===== src/rtl/lfsr_rr_scheduler.sv =====
// Round-robin scheduler sharing one external lfsr64 among NREQ requesters.
// Optional lockup detection/recovery is compiled in with `define LFSR_LOCKUP_DETECT_EN.
module lfsr_rr_scheduler #(
  parameter int          NREQ         = 4,
  parameter int          OUT_W        = 16,
  parameter int          STEPS        = 8,
  parameter int          WARMUP       = 4,
  parameter logic [63:0] DEFAULT_SEED = 64'h0123456789ABCDEF
) (
  input  logic             clk,
  input  logic             reset,
  input  logic             reseed,
  input  logic [63:0]      seed_in,
  input  logic [NREQ-1:0]  req,
  output logic [NREQ-1:0]  gnt,
  output logic             rnd_valid,
  output logic [OUT_W-1:0] rnd_data,
  output logic             busy,
  output logic             lfsr_run,
  output logic             lfsr_load,
  output logic [63:0]      lfsr_seed,
  input  logic [63:0]      lfsr_q,
  output logic             lockup_err
);

  localparam int PW   = (NREQ > 1) ? $clog2(NREQ) : 1;
  localparam int CMAX = (STEPS > WARMUP) ? STEPS : WARMUP;
  localparam int CW   = $clog2(CMAX + 1);

  typedef enum logic [2:0] {INIT, LOAD, WARM, IDLE, STEP, DELIVER} state_t;

  state_t           state, state_next;
  logic [CW-1:0]    cnt;
  logic [63:0]      seed_reg, pend_seed;
  logic             pend;
  logic [PW-1:0]    ptr, gidx, pick;
  logic             found;
  logic [OUT_W-1:0] data_reg;
  logic             lockup_hit;
  logic             seed_req;
  logic             grant_active;

  assign seed_req     = reseed | pend;
  assign grant_active = (gnt != '0);

`ifdef LFSR_LOCKUP_DETECT_EN
  // The xnor LFSR never leaves all-ones, so treat it as a fault while shifting.
  assign lockup_hit = ((state == WARM) || (state == STEP)) && (lfsr_q == '1);
`else
  logic unused_lfsr_bits;
  assign lockup_hit       = 1'b0;
  assign unused_lfsr_bits = ^lfsr_q;
`endif

  // First requester at or after ptr, wrapping around.
  always_comb begin
    logic [PW-1:0] cand;
    found = 1'b0;
    pick  = '0;
    cand  = '0;
    for (int i = 0; i < NREQ; i++) begin
      cand = PW'((int'(ptr) + i) % NREQ);
      if (!found && req[cand]) begin
        found = 1'b1;
        pick  = cand;
      end
    end
  end

  always_comb begin
    state_next = state;
    case (state)
      INIT: state_next = LOAD;
      LOAD: begin
        if (WARMUP == 0) state_next = grant_active ? STEP : IDLE;
        else             state_next = WARM;
      end
      WARM: begin
        if (lockup_hit)                      state_next = LOAD;
        else if (cnt == CW'(WARMUP - 1))     state_next = grant_active ? STEP : IDLE;
      end
      IDLE: begin
        if (seed_req)   state_next = LOAD;
        else if (found) state_next = STEP;
      end
      STEP: begin
        if (lockup_hit)                  state_next = LOAD;
        else if (cnt == CW'(STEPS - 1))  state_next = DELIVER;
      end
      DELIVER: state_next = IDLE;
      default: state_next = INIT;
    endcase
  end

  always_ff @(posedge clk or negedge reset) begin
    if (!reset) state <= INIT;
    else        state <= state_next;
  end

  // Counter restarts whenever WARM/STEP is entered, including re-entry after a lockup reload.
  always_ff @(posedge clk or negedge reset) begin
    if (!reset) begin
      cnt       <= '0;
      seed_reg  <= DEFAULT_SEED;
      pend      <= 1'b0;
      pend_seed <= '0;
      gnt       <= '0;
      gidx      <= '0;
      ptr       <= '0;
      data_reg  <= '0;
    end else begin
      if (((state == WARM) || (state == STEP)) && (state_next == state))
        cnt <= cnt + 1'b1;
      else
        cnt <= '0;

      if (state == IDLE) begin
        if (reseed) begin
          seed_reg <= seed_in;
          pend     <= 1'b0;
        end else if (pend) begin
          seed_reg <= pend_seed;
          pend     <= 1'b0;
        end else if (found) begin
          gnt  <= NREQ'(1) << pick;
          gidx <= pick;
        end
      end else if (reseed) begin
        pend      <= 1'b1;
        pend_seed <= seed_in;
      end

      if (lockup_hit)
        seed_reg <= DEFAULT_SEED;

      if (state == DELIVER) begin
        gnt      <= '0;
        data_reg <= lfsr_q[OUT_W-1:0];
        ptr      <= (gidx == PW'(NREQ - 1)) ? '0 : gidx + 1'b1;
      end
    end
  end

`ifdef LFSR_LOCKUP_DETECT_EN
  always_ff @(posedge clk or negedge reset) begin
    if (!reset)                            lockup_err <= 1'b0;
    else if (lockup_hit)                   lockup_err <= 1'b1;
    else if ((state == IDLE) && seed_req)  lockup_err <= 1'b0;
  end
`else
  assign lockup_err = 1'b0;
`endif

  assign lfsr_load = (state == LOAD);
  assign lfsr_run  = (state == WARM) || (state == STEP);
  assign lfsr_seed = seed_reg;
  assign rnd_valid = (state == DELIVER);
  assign busy      = (state != IDLE);
  // The word is forwarded straight from the LFSR during the pulse, then held.
  assign rnd_data  = (state == DELIVER) ? lfsr_q[OUT_W-1:0] : data_reg;

endmodule


===== config.mk =====
export PLATFORM = sky130hd
export DESIGN_NAME = lfsr_rr_scheduler
export DESIGN_NICKNAME = d
export VERILOG_FILES = /design/src/rtl/lfsr_rr_scheduler.sv
export SDC_FILE = /design/constraint.sdc
export NUM_CORES = 1
export LEC_CHECK = 0
export ABC_AREA = 1
export BUFFER_PORTS_ARGS = -buffer_cell sky130_fd_sc_hd__buf_2
export CAP_MARGIN = 20
export CORE_MARGIN = 1.5
export CORE_UTILIZATION = 46
export CTS_CLUSTER_DIAMETER = 120
export DETAILED_ROUTE_END_ITERATION = 8
export PLACE_DENSITY_LB_ADDON = 0.12
export SLEW_MARGIN = 5
export SYNTH_ARGS = -nofsm -noshare
export SYNTH_HDL_FRONTEND = slang
export SYNTH_SLANG_ARGS = --single-unit

===== constraint.sdc =====
create_clock -name clk -period 1.59 [get_ports clk]
set_input_delay 0.159 -clock clk [delete_from_list [all_inputs] [get_ports clk]]
set_output_delay 0.159 -clock clk [all_outputs]
set_load 0.01 [all_outputs]

==> results_tabular.tex <==
\begin{tabular}{lr}
\hline
Metric & Value \\
\hline
\multicolumn{2}{l}{\textbf{Status}} \\
Result of the run & complete, but fails checks \\
Violations in the final reports & negative setup slack \\
\multicolumn{2}{l}{\textbf{Drt}} \\
Final wirelength & 17.85 mm \\
Total via count after detailed routing & between 5000 and 6000 \\
DRC violations left & 0 \\
Uppermost layer routed & met4 \\
Routed length per placed instance & 15.57 um \\
Number of search-and-repair iterations in the first detailed-routing pass & 4 \\
1st-iter DRT viols & 245 \\
Total met2 wirelength after detailed routing & 8.983 mm \\
Antenna Nets Post-Route & 0 \\
Routed length on met3 & 945 um \\
M1 WL & 7.665 mm \\
Detail-routed via count per cell & 5.003 \\
\multicolumn{2}{l}{\textbf{Yosys}} \\
Synth unique cells & 40 \\
Syn Nets & 796 \\
EDFF count, synth & 0 \\
Main synth FF type & sky130\_fd\_sc\_hd\_\_dfrtp\_1 \\
Post-Syn Area & roughly 7000 sq um \\
Post-synthesis sequential area ratio & 0.5763 \\
Proportion of register bits with asynchronous set or reset after synthesis & 1.000 \\
Dominant cell by count in the synthesized netlist & sky130\_fd\_sc\_hd\_\_dfrtp\_1 \\
Area share of the leading cell type in the synthesized netlist & 0.4565 \\
Syn Area/Cell & 10.65 sq um \\
Cell types occupying the most area after synthesis & sky130\_fd\_sc\_hd\_\_dfrtp\_1, sky130\_fd\_sc\_hd\_\_dfstp\_2, sky130\_fd\_sc\_hd\_\_mux2i\_1, sky130\_fd\_sc\_hd\_\_nand2\_1, sky130\_fd\_sc\_hd\_\_mux2\_2 \\
Post-synthesis cell count & 659 \\
FF+latch count, synth & 160 \\
Commonest cells post-synth & sky130\_fd\_sc\_hd\_\_dfrtp\_1, sky130\_fd\_sc\_hd\_\_nand2\_1, sky130\_fd\_sc\_hd\_\_nor2\_1 \\
Synthesis Warnings & 0 \\
Cell accounting for the most synthesized area & sky130\_fd\_sc\_hd\_\_dfrtp\_1 \\
\multicolumn{2}{l}{\textbf{STA}} \\
Final hold violations & 0 \\
Setup clock skew after layout & approximately 0.0084 ns \\
Unrepaired setup endpoints after global routing & true \\
Post-route fraction of the period consumed by the critical path & 1.130 \\
Setup-violating endpoint count in the final report & 81 \\
Pins over their slew limit & 0 \\
Slew at the pin closest to its max-slew limit & 0.6894 ns \\
Post-layout min period & 1.796 ns \\
Total Negative Setup Slacks & -4.888 ns \\
Smallest setup slack after layout & -0.2062 ns \\
Fmax & 556.7 MHz \\
Worst-case headroom to the max-slew limit & 0.5404 \\
\multicolumn{2}{l}{\textbf{Min path}} \\
Worst hold-check path type & in -> reg \\
Endpoint of the worst hold-timing path & pend\_seed[59]\$\_DFFE\_PN0P\_ \\
Number of instances on the worst hold path & 3 \\
Worst hold start & seed\_in[59] \\
\multicolumn{2}{l}{\textbf{Worst setup path}} \\
Endpoint of the most critical register-to-register path & data\_reg[14]\$\_DFF\_PN0\_ \\
Reg-to-Reg Start & state[1]\$\_DFF\_PN0\_ \\
Path type of the worst setup path & reg -> out \\
Data arrival time at the worst-slack endpoint & roughly 1.6 ns \\
Worst setup slack for register-to-register paths & -0.14 ns \\
Sort of element at the start of the critical path & flip-flop \\
Kind of end point of the critical path & output pin \\
Path depth of the worst reg2reg path & 12 \\
Worst-path maximum fanout & 5 \\
Data required time of the worst path & 1.43 ns \\
\multicolumn{2}{l}{\textbf{CTS}} \\
TritonCTS clock tree & built \\
Clock root buffer & sky130\_fd\_sc\_hd\_\_clkbuf\_16 \\
CTS buffer count & 17 \\
Clock tree sinks & 160 \\
\# H-tree levels & 4 \\
CTS clock-pin slew for the worst setup and hold paths & $\sim$0.06 ns \\
Maximum buffer depth of the clock tree & 2 \\
Clock Latency Late Sink & 0.42 ns \\
\multicolumn{2}{l}{\textbf{Final layout}} \\
Diodes inserted & 0 \\
Layout cells sized above 1 & 0.4293 \\
Number of fillers in the final layout & 1029 \\
Final cell count without fillers & 1146 \\
Signed area change from the synthesized netlist to the final layout & 46.02\% \\
Layout Cell Area excl Fill & between 10000 and 15000 sq um \\
Total number of nets in the final design & 1086 \\
\multicolumn{2}{l}{\textbf{Global route}} \\
Grt total ovfl & 0 \\
Pin count of the biggest net entering global routing & 50 \\
Number of antenna violations at the first check in global routing & 0 \\
Wire length of the first global-routing pass & 27.47 mm \\
Overall track demand over capacity in global routing & 0.2166 \\
Number of global-route vias before repair & between 5000 and 6000 \\
\multicolumn{2}{l}{\textbf{Floorplan}} \\
Initial cell density of the core & 0.4774 \\
IO Pins & 224 \\
Horiz. Die Dim & 126.5 um \\
Die Area & 16000 sq um \\
Die Span Y & between 100 and 150 um \\
Standard cell core area & roughly 15000 sq um \\
Floorplan row count & 44 \\
\multicolumn{2}{l}{\textbf{Power and ir drop}} \\
PwrDens & 1830 nW/um\^{}2 \\
IR drop worst, VDD & about 1.3 mV \\
Static Leakage & 4.920 nW \\
\multicolumn{2}{l}{\textbf{Place}} \\
Worst setup slack after placement & -0.09763 ns \\
Placed Area & approximately 8300 sq um \\
Total instance count after detailed placement & roughly 1000 \\
Total half-perimeter wirelength after legalization and detailed placement & 10.56 mm \\
IO buf count & 174 \\
Final GP Congestion & 0.8056 \\
\multicolumn{2}{l}{\textbf{Flow run}} \\
Max-cap violation count & 0 \\
\hline
\end{tabular}
## cells by family after synthesis
logic type,Yosys count,synth area share
compound gates,94,0.06919
mux,110,0.1667
flops,160,0.5763
simple gates,226,0.1403
xor+xnor,2,0.002497
other cells,1,0.0005344
buf+inv,64,0.04083
fa+ha+maj,2,0.003566
## worst max-delay path, stage by stage (launching register included)
cell,delay [ns]
sky130_fd_sc_hd__dfrtp_1,0.39
sky130_fd_sc_hd__inv_2,0.09
sky130_fd_sc_hd__nand2_4,0.06
sky130_fd_sc_hd__nor2_4,0.13
sky130_fd_sc_hd__buf_12,0.17
sky130_fd_sc_hd__buf_16,0.14
sky130_fd_sc_hd__nand2_2,0.06
sky130_fd_sc_hd__nand2_2,0.09
sky130_fd_sc_hd__buf_6,0.10
## final cells by class
class | count | area, sq um | area share
clock buffers | 25 | 465.4 | 0.04543
multi-input cells | 435 | 2965 | 0.2894
clock inverters | 7 | 40.04 | 0.003908
repair buffers | 305 | 2365 | 0.2308
well taps | 184 | 230.2 | 0.02247
inverters | 30 | 132.6 | 0.01294
flip-flops and latches | 160 | 4048 | 0.3950
## layer usage
| metal | up-vias | GRT usage |
|---|---|---|
| met5 | - | 0 |
| met2 | 157 | 0.3742 |
| li1 | 2779 | - |
| met3 | 23 | 0.05356 |
| met1 | 2775 | 0.2644 |
| met4 | 0 | 0.07843 |
## per-stage QoR
stage                     hold slack [ns]    util  power, W
after floorplan                   -0.1366       -   0.01108
after global placement             0.1121  0.5621   0.01322
after detailed placement           0.1114  0.5621   0.01351
after CTS                        0.003065  0.6676   0.01780
after global routing              0.01420  0.6971   0.01994
final                             0.01757  0.6971   0.01875
## where the power goes
part / switching [W] / internal [W]
clock network: 0.00155 / 0.00202
registers: 0.000917 / 0.00611
logic: 0.00429 / 0.00386
total: 0.00676 / 0.0120
## repair_timing
action,4_1_cts,5_1_grt
hold endpoints to repair,107,0
pin swaps,19,25
hold buffers,71,0
setup buffers,15,15
setup endpoints to repair,28,101
resized for setup,50,72
gates cloned,2,2
## worst max path at each step
stage	from	end	slack, ns	depth (start not counted)
after floorplan	state[1]$_DFF_PN0_	rnd_data[10]	0.09	6
after global placement	ptr[0]$_DFFE_PN0P_	gnt[0]$_DFFE_PN0P_	-0.05	12
after detailed placement	ptr[0]$_DFFE_PN0P_	gnt[0]$_DFFE_PN0P_	-0.1	12
after CTS	state[1]$_DFF_PN0_	rnd_data[3]	-0.20	8
after global routing	state[1]$_DFF_PN0_	rnd_data[7]	-0.28	8
final	state[1]$_DFF_PN0_	rnd_data[7]	-0.21	8
## placed cells by master (no fill, tap or decap), types with 3 or more instances in the layout
cell type and instances:
sky130_fd_sc_hd__a21oi_1 65, sky130_fd_sc_hd__buf_12 10, sky130_fd_sc_hd__buf_2 154, sky130_fd_sc_hd__buf_4 44, sky130_fd_sc_hd__buf_6 22, sky130_fd_sc_hd__clkbuf_1 7
sky130_fd_sc_hd__clkbuf_16 19, sky130_fd_sc_hd__clkinv_2 5, sky130_fd_sc_hd__dfrtp_1 125, sky130_fd_sc_hd__dfrtp_2 3, sky130_fd_sc_hd__dfstp_2 32, sky130_fd_sc_hd__dlygate4sd3_1 71
sky130_fd_sc_hd__inv_1 21, sky130_fd_sc_hd__inv_2 6, sky130_fd_sc_hd__mux2_1 22, sky130_fd_sc_hd__mux2_2 33, sky130_fd_sc_hd__mux2i_1 55, sky130_fd_sc_hd__nand2_1 68
sky130_fd_sc_hd__nand2_2 38, sky130_fd_sc_hd__nand2_4 21, sky130_fd_sc_hd__nand3_1 6, sky130_fd_sc_hd__nand3_2 3, sky130_fd_sc_hd__nor2_1 71, sky130_fd_sc_hd__nor2_4 3
sky130_fd_sc_hd__nor3_2 3, sky130_fd_sc_hd__o21ai_0 20
(Power assumes the default switching activity.)
